$ cat config.mk
export PLATFORM = sky130hd
export DESIGN_NAME = cam_capture_ctrl_flat
export DESIGN_NICKNAME = d
export VERILOG_FILES = /design/src/rtl/cam_capture_ctrl_pkg.sv /design/src/rtl/cam_capture_ctrl_if.sv /design/src/rtl/cam_capture_ctrl_pixel_packer.sv /design/src/rtl/cam_capture_ctrl.sv /design/src/flat_wrapper.sv
export SDC_FILE = /design/constraint.sdc
export NUM_CORES = 1
export LEC_CHECK = 0
export ABC_AREA = 1
export ABC_CLOCK_PERIOD_IN_PS = 1600
export BUFFER_PORTS_ARGS = -buffer_cell sky130_fd_sc_hd__buf_2
export CAP_MARGIN = 20
export CORE_ASPECT_RATIO = 1.25
export CORE_MARGIN = 2
export CORE_UTILIZATION = 48
export CTS_CLUSTER_SIZE = 8
export DETAILED_ROUTE_END_ITERATION = 7
export GPL_TIMING_DRIVEN = 0
export PLACE_DENSITY_LB_ADDON = 0.12
export SLEW_MARGIN = 25
export SYNTH_ARGS = -nofsm -noshare
export SYNTH_HDL_FRONTEND = slang
export SYNTH_SLANG_ARGS = --single-unit
$ cat constraint.sdc
create_clock -name clk -period 1.6 [get_ports clk]
set_clock_uncertainty 0.2 [all_clocks]
set_input_delay 0.08 -clock clk [delete_from_list [all_inputs] [get_ports clk]]
set_output_delay 0.08 -clock clk [all_outputs]
set_load 0.02 [all_outputs]
$ cat src/rtl/cam_capture_ctrl_pkg.sv
// Shared types and constants for the camera capture path.
// Holds the FSM state encoding, default frame geometry and the RGB565 -> RGB332 packer.
package cam_pkg;

    localparam int H_PIXELS_DEF = 160;
    localparam int V_LINES_DEF  = 120;
    localparam int ADDR_W_DEF   = 15;
    localparam int FRAME_PIXELS = H_PIXELS_DEF * V_LINES_DEF;

    typedef enum logic [2:0] {
        ST_IDLE    = 3'd0,
        ST_ARM     = 3'd1,
        ST_SYNC    = 3'd2,
        ST_CAPTURE = 3'd3,
        ST_DONE    = 3'd4
    } cam_state_e;

    // Keep the top 3 bits of red, top 3 of green (hi[2:0]) and top 2 of blue (lo[4:3]).
    function automatic logic [7:0] rgb565_to_rgb332(input logic [7:0] hi, input logic [7:0] lo);
        return {hi[7:5], hi[2:0], lo[4:3]};
    endfunction

endpackage

$ cat src/rtl/cam_capture_ctrl_if.sv
// Camera-in / frame-buffer-out signal bundle for cam_capture_ctrl.
// With CAM_FRAME_CNT_EN defined the bundle also carries the 8-bit frame counter.
interface cam_capture_ctrl_if #(parameter int ADDR_W = 15);

    logic              start;
    logic              pclk_rise;
    logic              vsync;
    logic              href;
    logic [7:0]        cam_data;
    logic              mem_we;
    logic [ADDR_W-1:0] mem_addr;
    logic [7:0]        mem_data;
    logic              busy;
    logic              frame_done;
`ifdef CAM_FRAME_CNT_EN
    logic [7:0]        frame_cnt;

    modport master (output start, pclk_rise, vsync, href, cam_data,
                    input  mem_we, mem_addr, mem_data, busy, frame_done, frame_cnt);
    modport slave  (input  start, pclk_rise, vsync, href, cam_data,
                    output mem_we, mem_addr, mem_data, busy, frame_done, frame_cnt);
`else
    modport master (output start, pclk_rise, vsync, href, cam_data,
                    input  mem_we, mem_addr, mem_data, busy, frame_done);
    modport slave  (input  start, pclk_rise, vsync, href, cam_data,
                    output mem_we, mem_addr, mem_data, busy, frame_done);
`endif

endinterface

$ cat src/rtl/cam_capture_ctrl_pixel_packer.sv
// Pairs qualified camera bytes into one registered RGB332 pixel plus a one-cycle valid strobe.
// A low href realigns the byte phase, so an odd trailing byte of a line is dropped.
module cam_pixel_packer
    import cam_pkg::*;
(
    input  logic       clk,
    input  logic       rst,
    input  logic       i_en,
    input  logic       i_clear,
    input  logic       i_href,
    input  logic [7:0] i_data,
    output logic       o_pix_valid,
    output logic [7:0] o_pix_data
);

    logic       r_phase;
    logic [7:0] r_hi;
    logic       r_pix_valid;
    logic [7:0] r_pix_data;

    always_ff @(posedge clk or negedge rst) begin
        if (!rst) begin
            r_phase     <= 1'b0;
            r_hi        <= 8'h00;
            r_pix_valid <= 1'b0;
            r_pix_data  <= 8'h00;
        end else begin
            r_pix_valid <= 1'b0;
            if (i_clear) begin
                r_phase <= 1'b0;
            end else if (i_en) begin
                if (!i_href) begin
                    r_phase <= 1'b0;
                end else if (!r_phase) begin
                    r_hi    <= i_data;
                    r_phase <= 1'b1;
                end else begin
                    r_pix_data  <= rgb565_to_rgb332(r_hi, i_data);
                    r_pix_valid <= 1'b1;
                    r_phase     <= 1'b0;
                end
            end
        end
    end

    assign o_pix_valid = r_pix_valid;
    assign o_pix_data  = r_pix_data;

endmodule

$ cat src/rtl/cam_capture_ctrl.sv
// Single-frame camera capture sequencer: arm on start, lock to a full VSYNC pulse, write RGB332 pixels linearly.
// Optional macro CAM_FRAME_CNT_EN adds an 8-bit wrapping completed-frame counter.
//
// state   | meaning
// IDLE    | waiting for start
// ARM     | waiting for a qualified vsync=1 (refuse to join a frame mid-way)
// SYNC    | waiting for vsync to fall; entry to CAPTURE resets addr and byte phase
// CAPTURE | packing byte pairs and writing pixels
// DONE    | one-cycle frame_done pulse, then back to IDLE
module cam_capture_ctrl
    import cam_pkg::*;
#(
    parameter int H_PIXELS = H_PIXELS_DEF,
    parameter int V_LINES  = V_LINES_DEF,
    parameter int ADDR_W   = ADDR_W_DEF
) (
    input  logic              clk,
    input  logic              rst,
    cam_capture_ctrl_if.slave cam
);

    localparam int                FRAME_PX  = H_PIXELS * V_LINES;
    localparam logic [ADDR_W-1:0] LAST_ADDR = ADDR_W'(FRAME_PX - 1);

    cam_state_e        r_state;
    logic [ADDR_W-1:0] r_addr;
    logic              r_busy;
    logic              r_frame_done;

    logic       w_qual_vs;
    logic       w_pack_en;
    logic       w_pack_clr;
    logic       w_pix_valid;
    logic [7:0] w_pix_data;
    logic       w_last_wr;

    assign w_qual_vs  = cam.pclk_rise & cam.vsync;
    // A qualified vsync=1 ends the frame, so it must never also feed the packer.
    assign w_pack_en  = (r_state == ST_CAPTURE) & cam.pclk_rise & ~cam.vsync;
    assign w_pack_clr = (r_state == ST_SYNC) & cam.pclk_rise & ~cam.vsync;
    assign w_last_wr  = w_pix_valid & (r_addr == LAST_ADDR);

    cam_pixel_packer u_packer (
        .clk         (clk),
        .rst         (rst),
        .i_en        (w_pack_en),
        .i_clear     (w_pack_clr),
        .i_href      (cam.href),
        .i_data      (cam.cam_data),
        .o_pix_valid (w_pix_valid),
        .o_pix_data  (w_pix_data)
    );

    always_ff @(posedge clk or negedge rst) begin
        if (!rst) begin
            r_state      <= ST_IDLE;
            r_addr       <= '0;
            r_busy       <= 1'b0;
            r_frame_done <= 1'b0;
        end else begin
            r_frame_done <= 1'b0;
            case (r_state)
                ST_IDLE: begin
                    if (cam.start) begin
                        r_state <= ST_ARM;
                        r_busy  <= 1'b1;
                    end
                end
                ST_ARM: begin
                    if (w_qual_vs) r_state <= ST_SYNC;
                end
                ST_SYNC: begin
                    if (w_pack_clr) begin
                        r_state <= ST_CAPTURE;
                        r_addr  <= '0;
                    end
                end
                ST_CAPTURE: begin
                    if (w_pix_valid && !w_last_wr) r_addr <= r_addr + 1'b1;
                    if (w_last_wr || w_qual_vs) begin
                        r_state      <= ST_DONE;
                        r_frame_done <= 1'b1;
                    end
                end
                ST_DONE: begin
                    r_state <= ST_IDLE;
                    r_busy  <= 1'b0;
                end
                default: begin
                    r_state <= ST_IDLE;
                    r_busy  <= 1'b0;
                end
            endcase
        end
    end

`ifdef CAM_FRAME_CNT_EN
    logic [7:0] r_frame_cnt;

    always_ff @(posedge clk or negedge rst) begin
        if (!rst) begin
            r_frame_cnt <= 8'h00;
        end else if (r_state == ST_DONE) begin
            r_frame_cnt <= r_frame_cnt + 8'h01;
        end
    end

    assign cam.frame_cnt = r_frame_cnt;
`endif

    assign cam.mem_we     = w_pix_valid;
    assign cam.mem_addr   = r_addr;
    assign cam.mem_data   = w_pix_data;
    assign cam.busy       = r_busy;
    assign cam.frame_done = r_frame_done;

endmodule

$ cat src/flat_wrapper.sv
// flat-port wrapper written by rule: the top's interface ports become plain ports
module cam_capture_ctrl_flat import cam_pkg::*;
#(
    parameter int H_PIXELS = H_PIXELS_DEF,
    parameter int V_LINES  = V_LINES_DEF,
    parameter int ADDR_W   = ADDR_W_DEF
)
  (clk, rst, cam_start, cam_pclk_rise, cam_vsync, cam_href, cam_cam_data, cam_mem_we, cam_mem_addr, cam_mem_data, cam_busy, cam_frame_done);
  cam_capture_ctrl_if #(.ADDR_W(ADDR_W)) cam_i ();
  input  logic clk;
  input  logic rst;
  input wire logic [$bits(cam_i.start)-1:0] cam_start;
  input wire logic [$bits(cam_i.pclk_rise)-1:0] cam_pclk_rise;
  input wire logic [$bits(cam_i.vsync)-1:0] cam_vsync;
  input wire logic [$bits(cam_i.href)-1:0] cam_href;
  input wire logic [$bits(cam_i.cam_data)-1:0] cam_cam_data;
  output wire logic [$bits(cam_i.mem_we)-1:0] cam_mem_we;
  output wire logic [$bits(cam_i.mem_addr)-1:0] cam_mem_addr;
  output wire logic [$bits(cam_i.mem_data)-1:0] cam_mem_data;
  output wire logic [$bits(cam_i.busy)-1:0] cam_busy;
  output wire logic [$bits(cam_i.frame_done)-1:0] cam_frame_done;
  assign cam_i.start = cam_start;
  assign cam_i.pclk_rise = cam_pclk_rise;
  assign cam_i.vsync = cam_vsync;
  assign cam_i.href = cam_href;
  assign cam_i.cam_data = cam_cam_data;
  assign cam_mem_we = cam_i.mem_we;
  assign cam_mem_addr = cam_i.mem_addr;
  assign cam_mem_data = cam_i.mem_data;
  assign cam_busy = cam_i.busy;
  assign cam_frame_done = cam_i.frame_done;
  cam_capture_ctrl #(.H_PIXELS(H_PIXELS), .V_LINES(V_LINES), .ADDR_W(ADDR_W)) u_core (.clk(clk), .rst(rst), .cam(cam_i));
endmodule
After elaboration in Yosys (flattened, before gate mapping)
Index checks and enable logic that the tools add are counted.
{"block": "classes", "magnitude_cmp": 0, "n_bitwise": 10, "eq_ne": 9, "div": 0, "add_sub_neg": 1, "n_shift": 0, "mux": 20, "n_mul": 0, "n_reduce_logical": 12}
{"operator": "2-to-1 mux 15 bit", "n": 2}
{"operator": "one-hot mux 15 bit (2 select lines)", "n": 1}
{"operator": "adder 15 x 1 -> 15 bit (second input constant)", "n": 1}
{"operator": "== test 15 bit (second input constant)", "n": 1}
{"operator": "2-to-1 mux 3 bit", "n": 4}
{"operator": "one-hot mux 3 bit (4 select lines)", "n": 1}
{"operator": "AND reduction 4 bit", "n": 3}
{"operator": "2-to-1 mux 1 bit", "n": 11}
{"operator": "!= test 2 bit (second input constant)", "n": 4}
{"operator": "bitwise AND 1 bit", "n": 6}
{"operator": "== test 3 x 2 -> 1 bit (second input constant)", "n": 2}
{"operator": "NOT 1 bit", "n": 4}
{"operator": "nonzero test 2 bit", "n": 2}
{"operator": "== test 3 x 1 -> 1 bit (second input constant)", "n": 1}
{"operator": "zero test 3 bit", "n": 1}
{"operator": "AND reduction 3 bit", "n": 1}
{"operator": "OR reduction 3 bit", "n": 1}
{"operator": "!= test 2 x 1 -> 1 bit (second input constant)", "n": 1}
{"operator": "one-hot mux 1 bit (2 select lines)", "n": 1}
{"operator": "AND reduction 2 bit", "n": 1}
{"operator": "logical AND 1 bit", "n": 1}
{"operator": "zero test 1 bit", "n": 1}
{"operator": "logical OR 1 bit", "n": 1}
{"block": "word_totals", "out_inout_bits": 26, "reg_bits": 38, "latchBits": 0, "mem_bits_rw": 0, "memories": 0, "in_bits": 14, "word_cells": 60, "romBits": 0}

Depth between registers and ports, before layout
{"block": "depth", "depth_word": 6, "depth_mapped": 10, "mapped_depth_nobuf": 10}

Hierarchy
From an unflattened synthesis, not the netlist that was laid out.
{"block": "unflattened", "cells_unflattened": 241, "area_unflattened_um2": 1909.3}
{"module": "cam_capture_ctrl", "instances": 1, "seq_area_each_um2": 500.5, "area_per_inst_um2": 1260.0, "cells_each": 170}
{"module": "cam_pixel_packer", "instances": 1, "seq_area_each_um2": 400.4, "area_per_inst_um2": 649.4, "cells_each": 71}

Worst setup path before layout
OpenSTA, ideal clock, no wires.
{"block": "synth_timing", "path_type": "register to register", "start": "reg u_core.r_addr[0], in the netlist u_core.cam.mem_addr[0]", "end": "reg u_core.r_addr[5], in the netlist u_core.cam.mem_addr[5]", "stages_incl_launch_ff": 10, "setup_slack_ps": -346, "t_arrival_ps": 1628, "required_ps": 1283, "synth_period_minus_slack_ps": 1946, "path_buffers": 1, "setup_time_ps": 117, "cell_sequence": "dfrtp_1 -> ha_1 -> nand3_4 -> nor2_4 -> nand2_2 -> nand3_2 -> nand2_4 -> buf_6 -> nand3_1 -> nand2_1"}
{"block": "synth_between", "elab_chain_len": 6, "elab_cells_between_ends": 9, "classes_between": "add/sub (1); eq/ne (2); mux (2); bitwise (1); reduce/logical (3)"}
{"element": "start: declaration", "line_no": "cam_capture_ctrl.sv:26", "source": "logic [ADDR_W-1:0] r_addr;"}
{"element": "start signal: assignment", "line_no": "cam_capture_ctrl.sv:79", "source": "if (w_pix_valid && !w_last_wr) r_addr <= r_addr + 1'b1;"}
{"element": "parallel branches: the longest is 6 deep, another holds adder 15 x 1 -> 15 bit"}
Parallel ways; which one is timed is not known. The select of a mux whose other input is x is not followed.
A chain may end at the register's enable or synchronous reset.

Worst setup path after layout
{"block": "layout_timing", "start": "reg u_core.r_addr[4], in the netlist u_core.cam.mem_addr[4]", "end": "reg u_core.r_addr[2], in the netlist u_core.cam.mem_addr[2]"}
{"block": "layout_between", "elab_chain_len": 6}
{"element": "== test 15 bit", "line_no": "cam_capture_ctrl.sv:41", "source": "assign w_last_wr = w_pix_valid & (r_addr == LAST_ADDR);"}
{"element": "bitwise AND 1 bit", "line_no": "cam_capture_ctrl.sv:41"}
{"element": "zero test 1 bit", "line_no": "cam_capture_ctrl.sv:79"}
{"element": "logical AND 1 bit", "line_no": "cam_capture_ctrl.sv:79"}
{"element": "!= test 2 bit (no line)"}
{"element": "AND reduction 3 bit (no line)"}
Every way passes these cells.

==> impl_results.md <==
* Dominant register cell in the synthesized netlist: sky130_fd_sc_hd__dfrtp_1
* Max clock buf depth at 2
* Final period demand of the worst path at 1.64 ns
* DRC at 0
* Layout Cell Area excl Fill at 2950 µm²
* Number of cells after detailed placement at 322
* Most area-hungry cell type in the Yosys netlist: sky130_fd_sc_hd__dfrtp_1
* Post-synth top area share at 48.1%
* Crit share post-route at 102%
* Peak supply drop at 0.000868 V
* Clock Sinks at 36
* Final wirelength at 5.08 mm
* Syn Area/Cell at 7.71 µm²
* Final TNS setup at -0.367 ns
* Yosys warnings at 0
* Biggest area contributors in the synthesized netlist: sky130_fd_sc_hd__dfrtp_1 48%, sky130_fd_sc_hd__nand2_1 15%, sky130_fd_sc_hd__nor2_1 6.2%
* H-Tree Level Count at 2
* Core area at 3750 µm²
* Number of buffers added by the clock tree synthesis step at 5
* DIE AREA at 4420 µm²
* Area Overhead vs Synth at 57.3%
* Synth cell types at 27
* Clock tree from TritonCTS: done
* Final Max Slew Viols at 0
* Leakage power figure at 1.50 nW
* Tightest slew margin relative to the limit at 47.9%
* Antenna-violating nets left at 0
* Most frequent standard cell in the layout excluding fill and tap cells: sky130_fd_sc_hd__nand2_1
* Worst slack at placement at -0.201 ns
* Combined global-route utilization of all metal layers at 23.7%
* Routed len/inst at 13.5 µm
* Fmax at 0.611 GHz
* Count of port buffers added during placement at 39
* Sort of element at the end of the critical path: register
* Antenna violations before repair at 0
* Worst path setup slack after routing at -0.0374 ns
* Worst hold slack across all endpoints at 0.205 ns
* Worst path arrival time at 1.61 ns
* Root buffer cell: sky130_fd_sc_hd__clkbuf_8
* Via count of the first global-routing pass at 1790
* HPWL after detailed placement at 2.90 mm
* Cell count after synthesis at 243
* Power density relative to cell area at 1370 nW/µm²
* Fraction of the yosys area taken by sequential cells at 48.1%
* Global-route track usage on met2 at 40.2%
* Startpoint class of the critical path: register
* Required time at the worst-slack endpoint at 1.58 ns
* Number of storage elements in the synthesis netlist at 36
* Clock transition at the register clock pins on the worst setup and hold paths after CTS at 0.08 ns
* RSZ-0062 raised after global routing: true
* Final nets at 349
* Pin count of the biggest net entering global routing at 37
* Ratio of cells with drive above 1 in the final layout at 47.2%
* Final setup violation count at 14
* Most crowded layer after global routing: met2
* Clock latency of the later-clocked register in the worst-skew pair at 0.28 ns
* First-pass iteration count of the detailed router at 4
* # Max-Cap Violations at 0
* Finished Layout Cells at 375
* Wire length of the first global-routing pass at 7.87 mm
* Net count after synthesis at 258
* Failing checks: setup timing
* Global Route met1 Usage at 28.6%
* Highest-count cells in the layout ignoring fill and taps: 57 x sky130_fd_sc_hd__nand2_1, 39 x sky130_fd_sc_hd__buf_2, 28 x sky130_fd_sc_hd__dfrtp_1
* Post-Place Cell Area at 2130 µm²
* Met3 routing resource usage after global routing at 5.46%
* Chip Height at 73.9 µm
* Routed via count at 1984
* Routed via count divided by cell count at 5.29
* Share of flip-flops with an asynchronous set or reset at 100%
* Slack of the worst reg-to-reg path at -0.04 ns
* Antenna diode count at 0
* I/O pin count at 40
* Mapped Area at 1870 µm²
* Chip width at 59.9 µm
* Top fanout value on the critical path at 7
* Path category of the worst min-delay check: input port to asynchronous set/reset pin
* Class of the most critical setup path: register to register
* Count of standard-cell rows at 25
* Outcome: complete, but fails checks
* GRT overflow at 0
* EDFF count, synth at 0
* Final hold violation count at 0
* Final GP Congestion at 0.928
* Pin slew with the least headroom to its limit at 0.782 ns
* 1st-iter DRT viols at 159
* Starting density of the core at 49.9%
[metrics by stage]
step / total power, W / util (%)
finish: 0.00405 / 78.5
detailed placement: 0.00266 / 56.9
floorplan: 0.00228 / -
CTS: 0.00369 / 70.1
global placement: 0.00264 / 56.9
global route: 0.00433 / 78.5
[path summary, 6_finish.rpt]
path / startpoint / endpoint / cells after the start
min: rst / u_core.cam.mem_addr[10]$_DFFE_PN0P_ / 2
max: u_core.cam.mem_addr[4]$_DFFE_PN0P_ / u_core.cam.mem_addr[2]$_DFFE_PN0P_ / 11
max reg2reg: u_core.cam.mem_addr[4]$_DFFE_PN0P_ / u_core.cam.mem_addr[2]$_DFFE_PN0P_ / 11
max in group asynchronous: rst / u_core.cam.mem_addr[3]$_DFFE_PN0P_ / 2
min reg2reg: u_core.u_packer.o_pix_data[1]$_DFFE_PN0P_ / u_core.u_packer.o_pix_data[1]$_DFFE_PN0P_ / 2
min in group clk: u_core.u_packer.o_pix_data[1]$_DFFE_PN0P_ / u_core.u_packer.o_pix_data[1]$_DFFE_PN0P_ / 2
[what timing repair did]
item / in CTS / in global routing
buffers inserted: 17 / 13
cloned: 1 / 1
gates resized for setup: 30 / 67
pin swaps: 14 / 14
setup endpoints to repair: 35 / 34
hold buffers: 13 / 0
endpoints found under the hold margin: 51 / 0
[layout make-up]
class	instances	area, µm²
buffer	4	42.5
clock buffer	5	68.8
clock inverter	3	42.5
fill	256	806
inverter	30	120
multi-input combinational	173	1080
sequential	36	911
tap	40	50.0
timing repair buffer	84	629
[worst max-delay path: stages (launching register included)]
cell and delay [ns]:
sky130_fd_sc_hd__dfrtp_2 0.42, sky130_fd_sc_hd__nand2_2 0.11, sky130_fd_sc_hd__inv_1 0.07, sky130_fd_sc_hd__nand2_2 0.10
sky130_fd_sc_hd__nor2_4 0.06, sky130_fd_sc_hd__nand2_2 0.05, sky130_fd_sc_hd__nand3_2 0.08, sky130_fd_sc_hd__nand2_4 0.15
sky130_fd_sc_hd__buf_12 0.15, sky130_fd_sc_hd__inv_8 0.05, sky130_fd_sc_hd__nand2_2 0.04, sky130_fd_sc_hd__nand2_1 0.05
[power by group]
group / internal (W) / switching [W] / total (W)
sequential: 0.00121 / 0.000229 / 0.00144
clock: 0.000461 / 0.000332 / 0.000793
combinational: 0.000747 / 0.00106 / 0.00181
[per-layer routing]
layer / up-vias / routed length, µm
met5: - / 0
met4: 0 / 138
met3: 17 / 203
met2: 60 / 2740
met1: 946 / 1990
li1: 961 / -
[registers in the layout, summed over array words and instances, names as in the netlist]
name and count:
u_core.cam.mem_addr 15, u_core.u_packer.o_pix_data 8, u_core.u_packer.r_hi 6, u_core.r_state 3, u_core.cam.busy 1, u_core.cam.frame_done 1, u_core.u_packer.o_pix_valid 1, u_core.u_packer.r_phase 1
[cell families after synthesis]
logic type / Yosys count / share of synthesized area (%)
and+or+nand+nor: 142 / 33.4
adders and majority gates: 1 / 0.667
AOI/OAI and AO/OA: 25 / 8.21
buffers and inverters: 34 / 7.34
xor gates and xnor gates: 5 / 2.34
DFF: 36 / 48.1
[cell usage after synthesis, types with 2 or more instances]
cell and instances:
sky130_fd_sc_hd__nand2_1 73, sky130_fd_sc_hd__dfrtp_1 36, sky130_fd_sc_hd__nor2_1 31, sky130_fd_sc_hd__inv_1 29, sky130_fd_sc_hd__nand3_1 22, sky130_fd_sc_hd__nand4_1 7, sky130_fd_sc_hd__o21ai_0 7, sky130_fd_sc_hd__a21oi_1 6
sky130_fd_sc_hd__o21ai_1 6, sky130_fd_sc_hd__xor2_1 4, sky130_fd_sc_hd__nor3_1 3, sky130_fd_sc_hd__o21ai_2 3, sky130_fd_sc_hd__buf_2 2
(Power assumes the default switching activity.)
